File: config.mk
export PLATFORM = sky130hd
export DESIGN_NAME = fancytimer_cmd_serializer_flat
export DESIGN_NICKNAME = d
export VERILOG_FILES = /design/src/rtl/fancytimer_cmd_serializer_if.sv /design/src/rtl/fancytimer_cmd_serializer.sv /design/src/flat_wrapper.sv
export SDC_FILE = /design/constraint.sdc
export NUM_CORES = 1
export LEC_CHECK = 0
export ABC_AREA = 1
export BUFFER_PORTS_ARGS = -buffer_cell sky130_fd_sc_hd__buf_2
export CORE_MARGIN = 1
export CORE_UTILIZATION = 35
export DETAILED_ROUTE_END_ITERATION = 10
export PLACE_DENSITY = 0.56
export SLEW_MARGIN = 20
export SYNTH_ARGS = -nofsm -noshare
export SYNTH_HDL_FRONTEND = slang
export SYNTH_SLANG_ARGS = --single-unit
export TNS_END_PERCENT = 20
File: constraint.sdc
create_clock -name clk -period 2.36 [get_ports clk]
set_input_delay 0.118 -clock clk [delete_from_list [all_inputs] [get_ports clk]]
set_output_delay 0.118 -clock clk [all_outputs]
set_load 0.02 [all_outputs]
File: src/rtl/fancytimer_cmd_serializer_if.sv
// Command/timer handshake bundle for fancytimer_cmd_serializer.
//   cmd_valid / cmd_delay / cmd_ready : upstream command offer and accept
//   data                              : serial frame line to the timer
//   done / ack                        : timer completion and acknowledge
// slave  : serializer view (consumes commands, drives the timer line)
// master : producer/timer view (offers commands, answers with done)
interface fancytimer_cmd_serializer_if;
    logic       cmd_valid;
    logic [3:0] cmd_delay;
    logic       cmd_ready;
    logic       data;
    logic       done;
    logic       ack;

    modport master (
        output cmd_valid, cmd_delay, done,
        input  cmd_ready, data, ack
    );

    modport slave (
        input  cmd_valid, cmd_delay, done,
        output cmd_ready, data, ack
    );
endinterface

File: src/rtl/fancytimer_cmd_serializer.sv
// Upstream command stage for the fancy timer. Queues 4-bit delay commands
// and sends each as an 8-bit frame {1101, delay[3:0]} MSB-first on data,
// waits for the timer's done, pulses ack, then holds an idle gap before
// the next frame. A watchdog aborts a command whose done never arrives.
// Ports:
//   clk         rising-edge clock
//   reset_n     asynchronous active-low reset
//   cmd_if      command handshake + timer line (slave modport)
//   busy        state not IDLE or queue non-empty
//   fifo_level  number of queued commands
//   timeout_err sticky watchdog flag
//   err_clr     synchronous clear of timeout_err (a same-cycle set wins)
module fancytimer_cmd_serializer #(
    parameter int FIFO_DEPTH     = 4,
    parameter int GAP_CYCLES     = 2,
    parameter int TIMEOUT_CYCLES = 20000
) (
    input  logic                          clk,
    input  logic                          reset_n,
    fancytimer_cmd_serializer_if.slave    cmd_if,
    output logic                          busy,
    output logic [$clog2(FIFO_DEPTH):0]   fifo_level,
    output logic                          timeout_err,
    input  logic                          err_clr
);
    localparam int AW  = $clog2(FIFO_DEPTH);
    localparam int WDW = $clog2(TIMEOUT_CYCLES);
    localparam int GW  = $clog2(GAP_CYCLES + 1);

    localparam logic [AW:0]    DEPTH_V  = (AW + 1)'(FIFO_DEPTH);
    localparam logic [WDW-1:0] WD_LAST  = WDW'(TIMEOUT_CYCLES - 1);
    localparam logic [GW-1:0]  GAP_LAST = GW'(GAP_CYCLES - 1);

    typedef enum logic [2:0] {
        S_IDLE,
        S_SEND,
        S_WAIT,
        S_ACK,
        S_GAP
    } state_t;

    // ---------------- command queue ----------------
    logic [3:0]    mem [FIFO_DEPTH];
    logic [AW-1:0] wr_ptr;
    logic [AW-1:0] rd_ptr;
    logic [AW:0]   count;
    logic          full;
    logic          empty;
    logic          push;
    logic          pop;
    logic [3:0]    head;

    state_t state;
    state_t state_n;

    assign full  = (count == DEPTH_V);
    assign empty = (count == '0);
    assign pop   = (state == S_IDLE) && !empty;
    // A full queue still takes a command on the edge that pops its head.
    assign push  = cmd_if.cmd_valid && (!full || pop);
    assign head  = mem[rd_ptr];

    always_ff @(posedge clk) begin
        if (push) begin
            mem[wr_ptr] <= cmd_if.cmd_delay;
        end
    end

    always_ff @(posedge clk or negedge reset_n) begin
        if (!reset_n) begin
            wr_ptr <= '0;
            rd_ptr <= '0;
            count  <= '0;
        end else begin
            if (push) begin
                wr_ptr <= wr_ptr + AW'(1);
            end
            if (pop) begin
                rd_ptr <= rd_ptr + AW'(1);
            end
            case ({push, pop})
                2'b10:   count <= count + (AW + 1)'(1);
                2'b01:   count <= count - (AW + 1)'(1);
                default: count <= count;
            endcase
        end
    end

    // ---------------- frame state machine ----------------
    logic           data_q;
    logic           data_n;
    logic           ack_q;
    logic           ack_n;
    logic [6:0]     sr;        // frame bits still to send, next one in [6]
    logic [6:0]     sr_n;
    logic [2:0]     bit_cnt;
    logic [2:0]     bit_cnt_n;
    logic [WDW-1:0] wd_cnt;
    logic [WDW-1:0] wd_cnt_n;
    logic [GW-1:0]  gap_cnt;
    logic [GW-1:0]  gap_cnt_n;
    logic           set_err;
    logic [7:0]     frame;

    assign frame = {4'b1101, head};

    always_comb begin
        state_n   = state;
        data_n    = 1'b0;
        ack_n     = 1'b0;
        sr_n      = sr;
        bit_cnt_n = bit_cnt;
        wd_cnt_n  = wd_cnt;
        gap_cnt_n = gap_cnt;
        set_err   = 1'b0;
        case (state)
            S_IDLE: begin
                if (!empty) begin
                    data_n    = frame[7];
                    sr_n      = frame[6:0];
                    bit_cnt_n = '0;
                    state_n   = S_SEND;
                end
            end
            S_SEND: begin
                // bit 7 went out on entry; seven more shifts, then the 8th edge drops data
                if (bit_cnt == 3'd7) begin
                    state_n  = S_WAIT;
                    wd_cnt_n = '0;
                end else begin
                    data_n    = sr[6];
                    sr_n      = {sr[5:0], 1'b0};
                    bit_cnt_n = bit_cnt + 3'd1;
                end
            end
            S_WAIT: begin
                if (cmd_if.done) begin
                    state_n  = S_ACK;
                    ack_n    = 1'b1;
                    wd_cnt_n = '0;
                end else if (wd_cnt == WD_LAST) begin
                    set_err   = 1'b1;
                    state_n   = S_GAP;
                    gap_cnt_n = '0;
                    wd_cnt_n  = '0;
                end else begin
                    wd_cnt_n = wd_cnt + WDW'(1);
                end
            end
            S_ACK: begin
                state_n   = S_GAP;
                gap_cnt_n = '0;
            end
            S_GAP: begin
                if (gap_cnt == GAP_LAST) begin
                    state_n = S_IDLE;
                end else begin
                    gap_cnt_n = gap_cnt + GW'(1);
                end
            end
            default: begin
                state_n = S_IDLE;
            end
        endcase
    end

    always_ff @(posedge clk or negedge reset_n) begin
        if (!reset_n) begin
            state       <= S_IDLE;
            data_q      <= 1'b0;
            ack_q       <= 1'b0;
            sr          <= '0;
            bit_cnt     <= '0;
            wd_cnt      <= '0;
            gap_cnt     <= '0;
            timeout_err <= 1'b0;
        end else begin
            state   <= state_n;
            data_q  <= data_n;
            ack_q   <= ack_n;
            sr      <= sr_n;
            bit_cnt <= bit_cnt_n;
            wd_cnt  <= wd_cnt_n;
            gap_cnt <= gap_cnt_n;
            if (set_err) begin
                timeout_err <= 1'b1;
            end else if (err_clr) begin
                timeout_err <= 1'b0;
            end
        end
    end

    assign cmd_if.cmd_ready = !full;
    assign cmd_if.data      = data_q;
    assign cmd_if.ack       = ack_q;
    assign busy             = (state != S_IDLE) || !empty;
    assign fifo_level       = count;

endmodule

File: src/flat_wrapper.sv
// flat-port wrapper written by rule: the top's interface ports become plain ports
module fancytimer_cmd_serializer_flat 
#(
    parameter int FIFO_DEPTH     = 4,
    parameter int GAP_CYCLES     = 2,
    parameter int TIMEOUT_CYCLES = 20000
)
  (clk, reset_n, busy, fifo_level, timeout_err, err_clr, cmd_if_cmd_valid, cmd_if_cmd_delay, cmd_if_done, cmd_if_cmd_ready, cmd_if_data, cmd_if_ack);
  fancytimer_cmd_serializer_if cmd_if_i ();
  input  logic clk;
  input  logic reset_n;
  output logic busy;
  output logic [$clog2(FIFO_DEPTH):0] fifo_level;
  output logic timeout_err;
  input  logic err_clr;
  input wire logic [$bits(cmd_if_i.cmd_valid)-1:0] cmd_if_cmd_valid;
  input wire logic [$bits(cmd_if_i.cmd_delay)-1:0] cmd_if_cmd_delay;
  input wire logic [$bits(cmd_if_i.done)-1:0] cmd_if_done;
  output wire logic [$bits(cmd_if_i.cmd_ready)-1:0] cmd_if_cmd_ready;
  output wire logic [$bits(cmd_if_i.data)-1:0] cmd_if_data;
  output wire logic [$bits(cmd_if_i.ack)-1:0] cmd_if_ack;
  assign cmd_if_i.cmd_valid = cmd_if_cmd_valid;
  assign cmd_if_i.cmd_delay = cmd_if_cmd_delay;
  assign cmd_if_i.done = cmd_if_done;
  assign cmd_if_cmd_ready = cmd_if_i.cmd_ready;
  assign cmd_if_data = cmd_if_i.data;
  assign cmd_if_ack = cmd_if_i.ack;
  fancytimer_cmd_serializer #(.FIFO_DEPTH(FIFO_DEPTH), .GAP_CYCLES(GAP_CYCLES), .TIMEOUT_CYCLES(TIMEOUT_CYCLES)) u_core (.clk(clk), .reset_n(reset_n), .cmd_if(cmd_if_i), .busy(busy), .fifo_level(fifo_level), .timeout_err(timeout_err), .err_clr(err_clr));
endmodule
Word level (Yosys, flattened, before mapping)

Memories as Yosys holds them, arrays and structs flattened.
Index checks and enable logic that the tools add are counted.

$add $sub $neg: 7
Equal/unequal tests: 18
Muxes and demuxes: 33
Reduce and logical (&&, ||, !) cells: 18

Operators with widths:

| kind                    | count |
|---|---|
| $mux W15                | 3 |
| $pmux W15 S2            | 1 |
| $mux W3                 | 7 |
| $add A15 B1 Y15 const B | 1 |
| $eq A15 B15 Y1 const B  | 1 |
| $pmux W3 S5             | 1 |
| $mux W7                 | 2 |
| $pmux W7 S2             | 1 |
| $pmux W3 S2             | 2 |
| $mux W1                 | 11 |
| $eq A3 B3 Y1 const B    | 3 |
| $ne A2 B2 Y1 const B    | 4 |
| $reduce_and A4 Y1       | 2 |
| $reduce_bool A2 Y1      | 4 |
| $add A2 B1 Y2 const B   | 3 |
| $add A3 B1 Y3 const B   | 2 |
| $eq A3 B2 Y1 const B    | 2 |
| $logic_not A3 Y1        | 2 |
| $mux W2                 | 3 |
| $ne A2 B1 Y1 const B    | 3 |
| $pmux W2 S3             | 1 |
| $reduce_bool A3 Y1      | 2 |
| $eq A2 B1 Y1 const B    | 2 |
| $eq A3 B1 Y1 const B    | 1 |
| 9 further kinds         | 12 |

Bits in registers: 40
RAM bits: 16
Input port bits: 9
Output and inout port bits: 8
Logic and storage cells: 88
Memories kept: 1

Memories:

| name       | depth | bits a word | rd ports | clocked after Yosys merged registers in | wr ports | RTL line                        | source |
|---|---|---|---|---|---|---|---|
| u_core.mem | 4     | 4           | 1        | 0                                       | 1        | fancytimer_cmd_serializer.sv:43 | `logic [3:0] mem [FIFO_DEPTH];` |

Logic depth before layout (Yosys ltp)

Gate-level depths: netlist of run 1.

Depth after elaboration: 7
Mapped depth: 12
Depth with buffers taken out: 12

Least setup slack after synthesis of run 1

Ideal clock, no wire load.

Path kind: register -> register
From: register u_core.count[0] (netlist: u_core.fifo_level[0])
To: register u_core.count[1] (netlist: u_core.fifo_level[1])
Setup time: 128 ps
Arrival: 1,533 ps
Path slack: 699 ps
Stages on the path, launching flop included: 10
Buffers on the path: 0
Period minus slack after synthesis: 1,661 ps
Path through: dfrtp_1 -> inv_1 -> nand3_1 -> nand2_2 -> inv_2 -> nand2_2 -> fa_1 -> inv_1 -> nand2_1 -> o21ai_0

Word-level cells in the longest chain between the ends: 7

Ends and longest elaborated chain:

| element                                           | RTL line                        | source |
|---|---|---|
| from (decl)                                       | fancytimer_cmd_serializer.sv:46 | `logic [AW:0] count;` |
| from (signal assigned)                            | fancytimer_cmd_serializer.sv:82 | `2'b10: count <= count + (AW + 1)'(1);` |
| from (signal assigned)                            | fancytimer_cmd_serializer.sv:83 | `2'b01: count <= count - (AW + 1)'(1);` |
| from (signal assigned)                            | fancytimer_cmd_serializer.sv:84 | `default: count <= count;` |
| $logic_not A3 Y1                                  | fancytimer_cmd_serializer.sv:57 | `assign empty = (count == '0);` |
| $logic_not A1 Y1                                  | fancytimer_cmd_serializer.sv:58 | `assign pop = (state == S_IDLE) && !empty;` |
| $logic_and A1 B1 Y1                               | fancytimer_cmd_serializer.sv:58 |  |
| $logic_or A1 B1 Y1                                | fancytimer_cmd_serializer.sv:60 | `assign push = cmd_if.cmd_valid && (!full \|\| pop);` |
| $logic_and A1 B1 Y1                               | fancytimer_cmd_serializer.sv:60 |  |
| $eq A2 B1 Y1 or $eq A2 B2 Y1 (tied branches)      | fancytimer_cmd_serializer.sv:81 | `case ({push, pop})` |
| $pmux W3 S2 or $reduce_bool A2 Y1 (tied branches) | --                              |  |

Several ways; a longest one is shown, not always the timed one.
A chain may end at the register's enable or synchronous reset.

Worst setup path in the final report of run 1

From: register u_core.state[1]
To: register u_core.count[1] (netlist: u_core.fifo_level[1])

Word-level cells in the longest chain between the ends: 6

Ends and longest elaborated chain:

| element                                           | RTL line                         | source |
|---|---|---|
| from (decl)                                       | fancytimer_cmd_serializer.sv:53  | `state_t state;` |
| from (signal assigned)                            | fancytimer_cmd_serializer.sv:178 | `state <= state_n;` |
| $logic_not A3 Y1 *                                | fancytimer_cmd_serializer.sv:58  |  |
| $logic_and A1 B1 Y1 *                             | fancytimer_cmd_serializer.sv:58  |  |
| $logic_or A1 B1 Y1                                | fancytimer_cmd_serializer.sv:60  |  |
| $logic_and A1 B1 Y1                               | fancytimer_cmd_serializer.sv:60  |  |
| $eq A2 B1 Y1 or $eq A2 B2 Y1 (tied branches)      | fancytimer_cmd_serializer.sv:81  |  |
| $pmux W3 S2 or $reduce_bool A2 Y1 (tied branches) | --                               |  |

Mark *: on every way between the ends. The rest lies on a longest branch, timed or not.

==> out/results.tsv, run 1 <==
metric	value	unit
status	completed	
leakagePower	0.00150	uW
crit_cells	10	
ys.flop_type	dfrtp_1	
cp_max_fo	6	
wire_per_inst	11.1	um
p_per_area	1040	nW/um^2
fmaxAchievable	0.559	GHz
cts_root_buf	clkbuf_8	
yosysUniqueCellTypes	33	
cts_setup_buffers	0	
finClkSkew	0.00665	ns
vias	2040	
slew_headroom	39.3	%
synthCells	331	
coreArea	7810	um^2
clock_sinks	56	
critPathRequiredTime	2.56	ns
dp_hpwl	3750	um
ys_ff_latch	56	
ios	17	
antenna_found_initial	0	
die_w	92.4	um
crit_path_top_delay_cell	fa_1	
setup_viol	0	
cp-endpoint	u_core.fifo_level[1]	
nets	371	
grt_overflow	0	
cp.buffers_inverters	3	
num_antenna_cells	0	
async_flop_share	71.4	%
drt_first_iter_violations	58	
period_needed	1.79	ns
rsz0062_at_grt	no	
startpoint	u_core.state[1]	
syn_to_final_growth	10.3	%
cap_violations	0	
setup_tns	0	ns
synth_area_leaders	dfrtp_1 (35%), edfxtp_1 (17%), nand2_1 (10%), nor2_1 (5.8%), inv_1 (5.5%)	
r2r_cells	10	
reg2reg_to	u_core.fifo_level[1]	
clk-insertion-delay-late	0.31	ns
crit_path_end_kind	flip-flop	
seq_area_frac_synth	51.7	%
cts_hold_buf	3	
cts_inserted_buffers	5	
seq_area	1480	um^2
synth_edf_count	16	
arrival	1.99	ns
cts_buffer_depth	2	
grt_start_max_net_pins	41	
yosys_warnings	0	
synth_top_area_share	35.0	%
dr.pass1.iters	4	
tritoncts	yes	
routed_via_density	4.47	
hold_class	in2reg	
whs_path_depth	1	
h-tree-depth	2	
layout-drive-gt1-share	14.4	%
place.port_buffers	16	
grt_pass1_vias	2043	
slew_violations	0	
clkTransAtPathRegs	0.11	ns
drc	0	
rrSetupSlack	0.57	ns
cts_resized	0	
avgSynthCellArea	8.65	um^2
ir_worst_vdd	500	uV
yosysTopAreaCell	dfrtp_1	
fp.dieArea	8550	um^2
synth_area	2860	um^2
row_count	32	
die_h	92.4	um
grt_pass1_wl	9090	um
finalHoldViolCount	0	
cp-start-kind	flip-flop	
synth_nets	349	
start_util	36.7	%
critical_path_class	reg2reg	
fin_crit_sh	75.9	%
routed_wl	5060	um
yosys-top-cells-count	nand2_1 (78), nor2_1 (44), inv_1 (42)	
synth.most_common_cell	nand2_1	
grt_usage	13.5	%
critPathTopFamily	simple AND/OR/NAND/NOR gates	
place_congestion	0.760	
cpPeakStageDelay	0.47	ns
worstMarginPinSlew	0.911	ns
multi_input_area	1160	um^2
fill_cells	820	
crit_chain	nor2_1 > nand2_1 > inv_2 > nand2_2 > inv_2 > nand2_2 > fa_1 > inv_1 > nand2_1 > o21ai_0	
whs	0.0172	ns
rr_startpoint	u_core.state[1]	
antenna_left	0	
power breakdown:
| part | switching (uW) | internal [uW] |
|---|---|---|
| Clock | 343 | 219 |
| Sequential | 191 | 1270 |
| Combinational | 826 | 424 |
| Total | 1360 | 1910 |
registers in the layout, indices dropped and copies added, names as in the netlist, 2 cells and up:
| name | flops |
|---|---|
| u_core.bit_cnt | 3 |
| u_core.fifo_level | 3 |
| u_core.gap_cnt | 2 |
| u_core.mem | 16 |
| u_core.rd_ptr | 2 |
| u_core.sr | 7 |
| u_core.state | 3 |
| u_core.wd_cnt | 15 |
| u_core.wr_ptr | 2 |
final cells by class:
cell class              instances  share of cell area, %
flip-flops and latches         56                   46.9
well taps                     102                   4.04
clock inverters                 3                  0.872
clock buffers                   5                   2.18
multi-input cells             223                   36.8
inverters                      48                   5.71
repair buffers                 19                   3.49
routing by layer:
metal  share of wire, %  track usage (%)  vias to the layer above
li1                   -                -                     1088
met1                 46             16.3                      925
met2                 49             23.9                       20
met3                3.3             3.04                        7
met4                1.3             4.30                        0
met5                  0                0                        -
metrics by stage:
step | setup WS (ns) | cell area [um^2] | util [%] | power (uW) | instances
floorplan | 0.699 | 2860 | - | 2490 | 331
finish | 0.570 | 3160 | 40.4 | 3270 | 456
detailed placement | 0.565 | 3030 | 38.8 | 2750 | 445
global placement | 0.643 | 3030 | 38.8 | 2730 | 445
CTS | 0.542 | 3160 | 40.4 | 3330 | 456
global route | 0.392 | 3160 | 40.4 | 3600 | 456
layout by cell type (no fill, tap or decap), drive strengths merged, types with 3 or more instances in the layout:
cell	netlist	routed
buf	3	16
clkbuf	1	5
dfrtp	40	40
dlygate4sd3	0	3
edfxtp	16	16
ha	8	8
inv	48	49
nand2	88	88
nand3	27	27
nand4	6	6
nor2	50	50
o21a	3	3
o21ai	21	21
or2	3	3
xor2	7	7
cell families after synthesis:
logic type	share of synthesized area, %
AO/OA/AOI/OAI	5.90
XOR/XNOR	2.14
adder cells (fa/ha/maj)	4.20
buffers and inverters	7.69
flip-flops	51.7
AND/OR/NAND/NOR	28.3
worst min-delay path by stage:
stage                              to                 from
floorplan           u_core.bit_cnt[0]              reset_n
global placement     u_core.wd_cnt[2]              reset_n
detailed placement   u_core.wd_cnt[5]              reset_n
CTS                  u_core.mem[3][2]  cmd_if_cmd_delay[2]
global route         u_core.mem[3][2]  cmd_if_cmd_delay[2]
finish               u_core.mem[3][2]  cmd_if_cmd_delay[2]
Power figures use the tool's default switching activity.
==> run 2: changes to the inputs <==
--- a/config.mk
+++ b/config.mk
@@ -10,7 +10,7 @@
 export CORE_MARGIN = 1
 export CORE_UTILIZATION = 35
 export DETAILED_ROUTE_END_ITERATION = 10
-export PLACE_DENSITY = 0.56
+export PLACE_DENSITY = 0.58
 export SLEW_MARGIN = 20
 export SYNTH_ARGS = -nofsm -noshare
 export SYNTH_HDL_FRONTEND = slang
==> constraint.sdc (replaced) <==
create_clock -name clk -period 1.5 [get_ports clk]
set_input_delay 0.075 -clock clk [delete_from_list [all_inputs] [get_ports clk]]
set_output_delay 0.075 -clock clk [all_outputs]
set_load 0.02 [all_outputs]
==> run 2 against run 1 <==
Compared with the run above: the flow now finishes with violations (negative setup slack); register-to-register slack worse by 0.63 ns; die area stayed put; utilization is 6.3 points higher; critical endpoint is now u_core.fifo_level[2]; largest power group is now combinational cells; highest routed layer unchanged.
==> out/results.tsv, run 2 (synthesis results as in run 1) <==
metric	value	unit
status	complete, but fails checks	
violations	negative setup slack	
largest_reg_flops	16	
period_needed	1.56	ns
finClkSkew	0.00826	ns
seqPwrFrac	37.8	%
wire_per_inst	11.2	um
cts_inserted_buffers	5	
cp_max_fo	2	
clk-insertion-delay-late	0.31	ns
p_per_area	1630	nW/um^2
cts_root_buf	clkbuf_8	
finalHoldViolCount	0	
p_sw_share	39.9	%
die_h	92.4	um
routed_via_density	4.52	
arrival	1.79	ns
tritoncts	yes	
comb_power_share	47.4	%
final_cell_mix	nand2_1 (76), buf_4 (45), inv_1 (41)	
ir_worst_vdd	1050	uV
switchingPower	2370	uW
reg_top3	u_core.mem x16, u_core.wd_cnt x15, u_core.sr x7	
grt_start_max_net_pins	41	
wl_met2	2800	um
critPathRequiredTime	1.72	ns
crit_path_end_kind	flip-flop	
routed_wl	5670	um
grt_overflow	0	
cap_violations	0	
regMostFlops	u_core.mem	
grt_usage	14.0	%
h-tree-depth	2	
clock_sinks	56	
clockPowerShare	14.8	%
antenna_found_initial	0	
top_layer	met4	
slew_violations	0	
total_power	5930	uW
fill_cells	752	
syn_to_final_growth	27.4	%
met3WireLength	126	um
grt_pass1_wl	9560	um
nets	420	
coreArea	7810	um^2
fmaxAchievable	0.639	GHz
intPower	3570	uW
worstMarginPinSlew	0.519	ns
vias	2284	
final_common_cell	nand2_1	
drc	0	
setup_viol	2	
place.port_buffers	16	
grt_pass1_vias	2177	
wl_met1	2690	um
fin_crit_sh	104	%
row_count	32	
critical_path_class	reg2reg	
ios	17	
fp.dieArea	8550	um^2
place_congestion	0.782	
leakagePower	0.00175	uW
clkTransAtPathRegs	0.11	ns
antenna_left	0	
whs	0.140	ns
layout-drive-gt1-share	27.8	%
worst_slack	-0.0646	ns
cp-start-kind	flip-flop	
start_util	36.7	%
dp_hpwl	4050	um
rsz0062_at_grt	yes	
stdcell_count	505	
cts_buffer_depth	2	
die_w	92.4	um
num_antenna_cells	0	
drt_first_iter_violations	92	
dr.pass1.iters	4	
dp_cells	483	
hold_class	in2reg	
slew_headroom	65.4	%
==> run 2: layout make-up <==
| type | count | area, um^2 | share of cell area [%] |
|---|---|---|---|
| clock buffers | 5 | 68.8 | 1.89 |
| clock inverters | 3 | 25.0 | 0.686 |
| inverters | 48 | 183 | 5.01 |
| multi-input cells | 224 | 1280 | 35.1 |
| flip-flops and latches | 56 | 1480 | 40.7 |
| well taps | 102 | 128 | 3.50 |
| repair buffers | 67 | 478 | 13.1 |
==> run 2: critical path, stage by stage (launching register included) <==
cell and delay (ns):
dfrtp_1 0.40, nor2_2 0.12, nand2_1 0.09, inv_2 0.08
nand2_4 0.05, inv_2 0.05, nand2_2 0.05, fa_1 0.37
inv_1 0.07, nand2_1 0.06, nand3_1 0.07, nand2_1 0.05
==> run 2: routing by layer <==
metal / global-route usage [%] / vias up
li1: - / 1193
met1: 17.4 / 1062
met2: 24.8 / 24
met3: 2.71 / 5
met4: 3.91 / 0
met5: 0 / -
==> run 2: per-stage QoR <==
step	setup TNS, ns	instance area [um^2]	setup WS [ns]	util, %
after detailed placement	-0.237	3320	-0.105	42.5
after CTS	-0.151	3500	-0.0742	44.9
after global routing	-0.446	3650	-0.181	46.7
after floorplan	-0.959	2870	-0.126	-
after global placement	-0.0954	3320	-0.0628	42.5
final	-0.124	3650	-0.0646	46.7
==> run 2: power groups by stage <==
stage,registers [uW],clock network (uW),logic (uW)
finish,2240,878,2810
global route,2300,979,3210
CTS,2250,926,2690
detailed placement,2270,0,2590
global placement,2260,0,2540
floorplan,2280,0,1660
==> run 2: path summary, 6_finish.rpt <==
check | to | start | slack, ns | cells after the start
min | u_core.state[1] | cmd_if_done | 0.14 | 4
min reg2reg | u_core.gap_cnt[1] | u_core.gap_cnt[1] | 0.49 | 2
max in group asynchronous | u_core.fifo_level[0] | reset_n | 0.78 | 3
min in group asynchronous | u_core.wd_cnt[3] | reset_n | 0.33 | 3
max | u_core.fifo_level[2] | u_core.state[1] | -0.06 | 11
max reg2reg | u_core.fifo_level[2] | u_core.state[1] | -0.06 | 11
==> run 2: repair_timing <==
item                                   4_1_cts  5_1_grt
cloned                                       0        1
resized for setup                            4       24
hold buffers                                 6        0
setup endpoints to repair                   11       46
endpoints found under the hold margin       57        0
pin swaps                                    2       13
setup buffers                                2        7
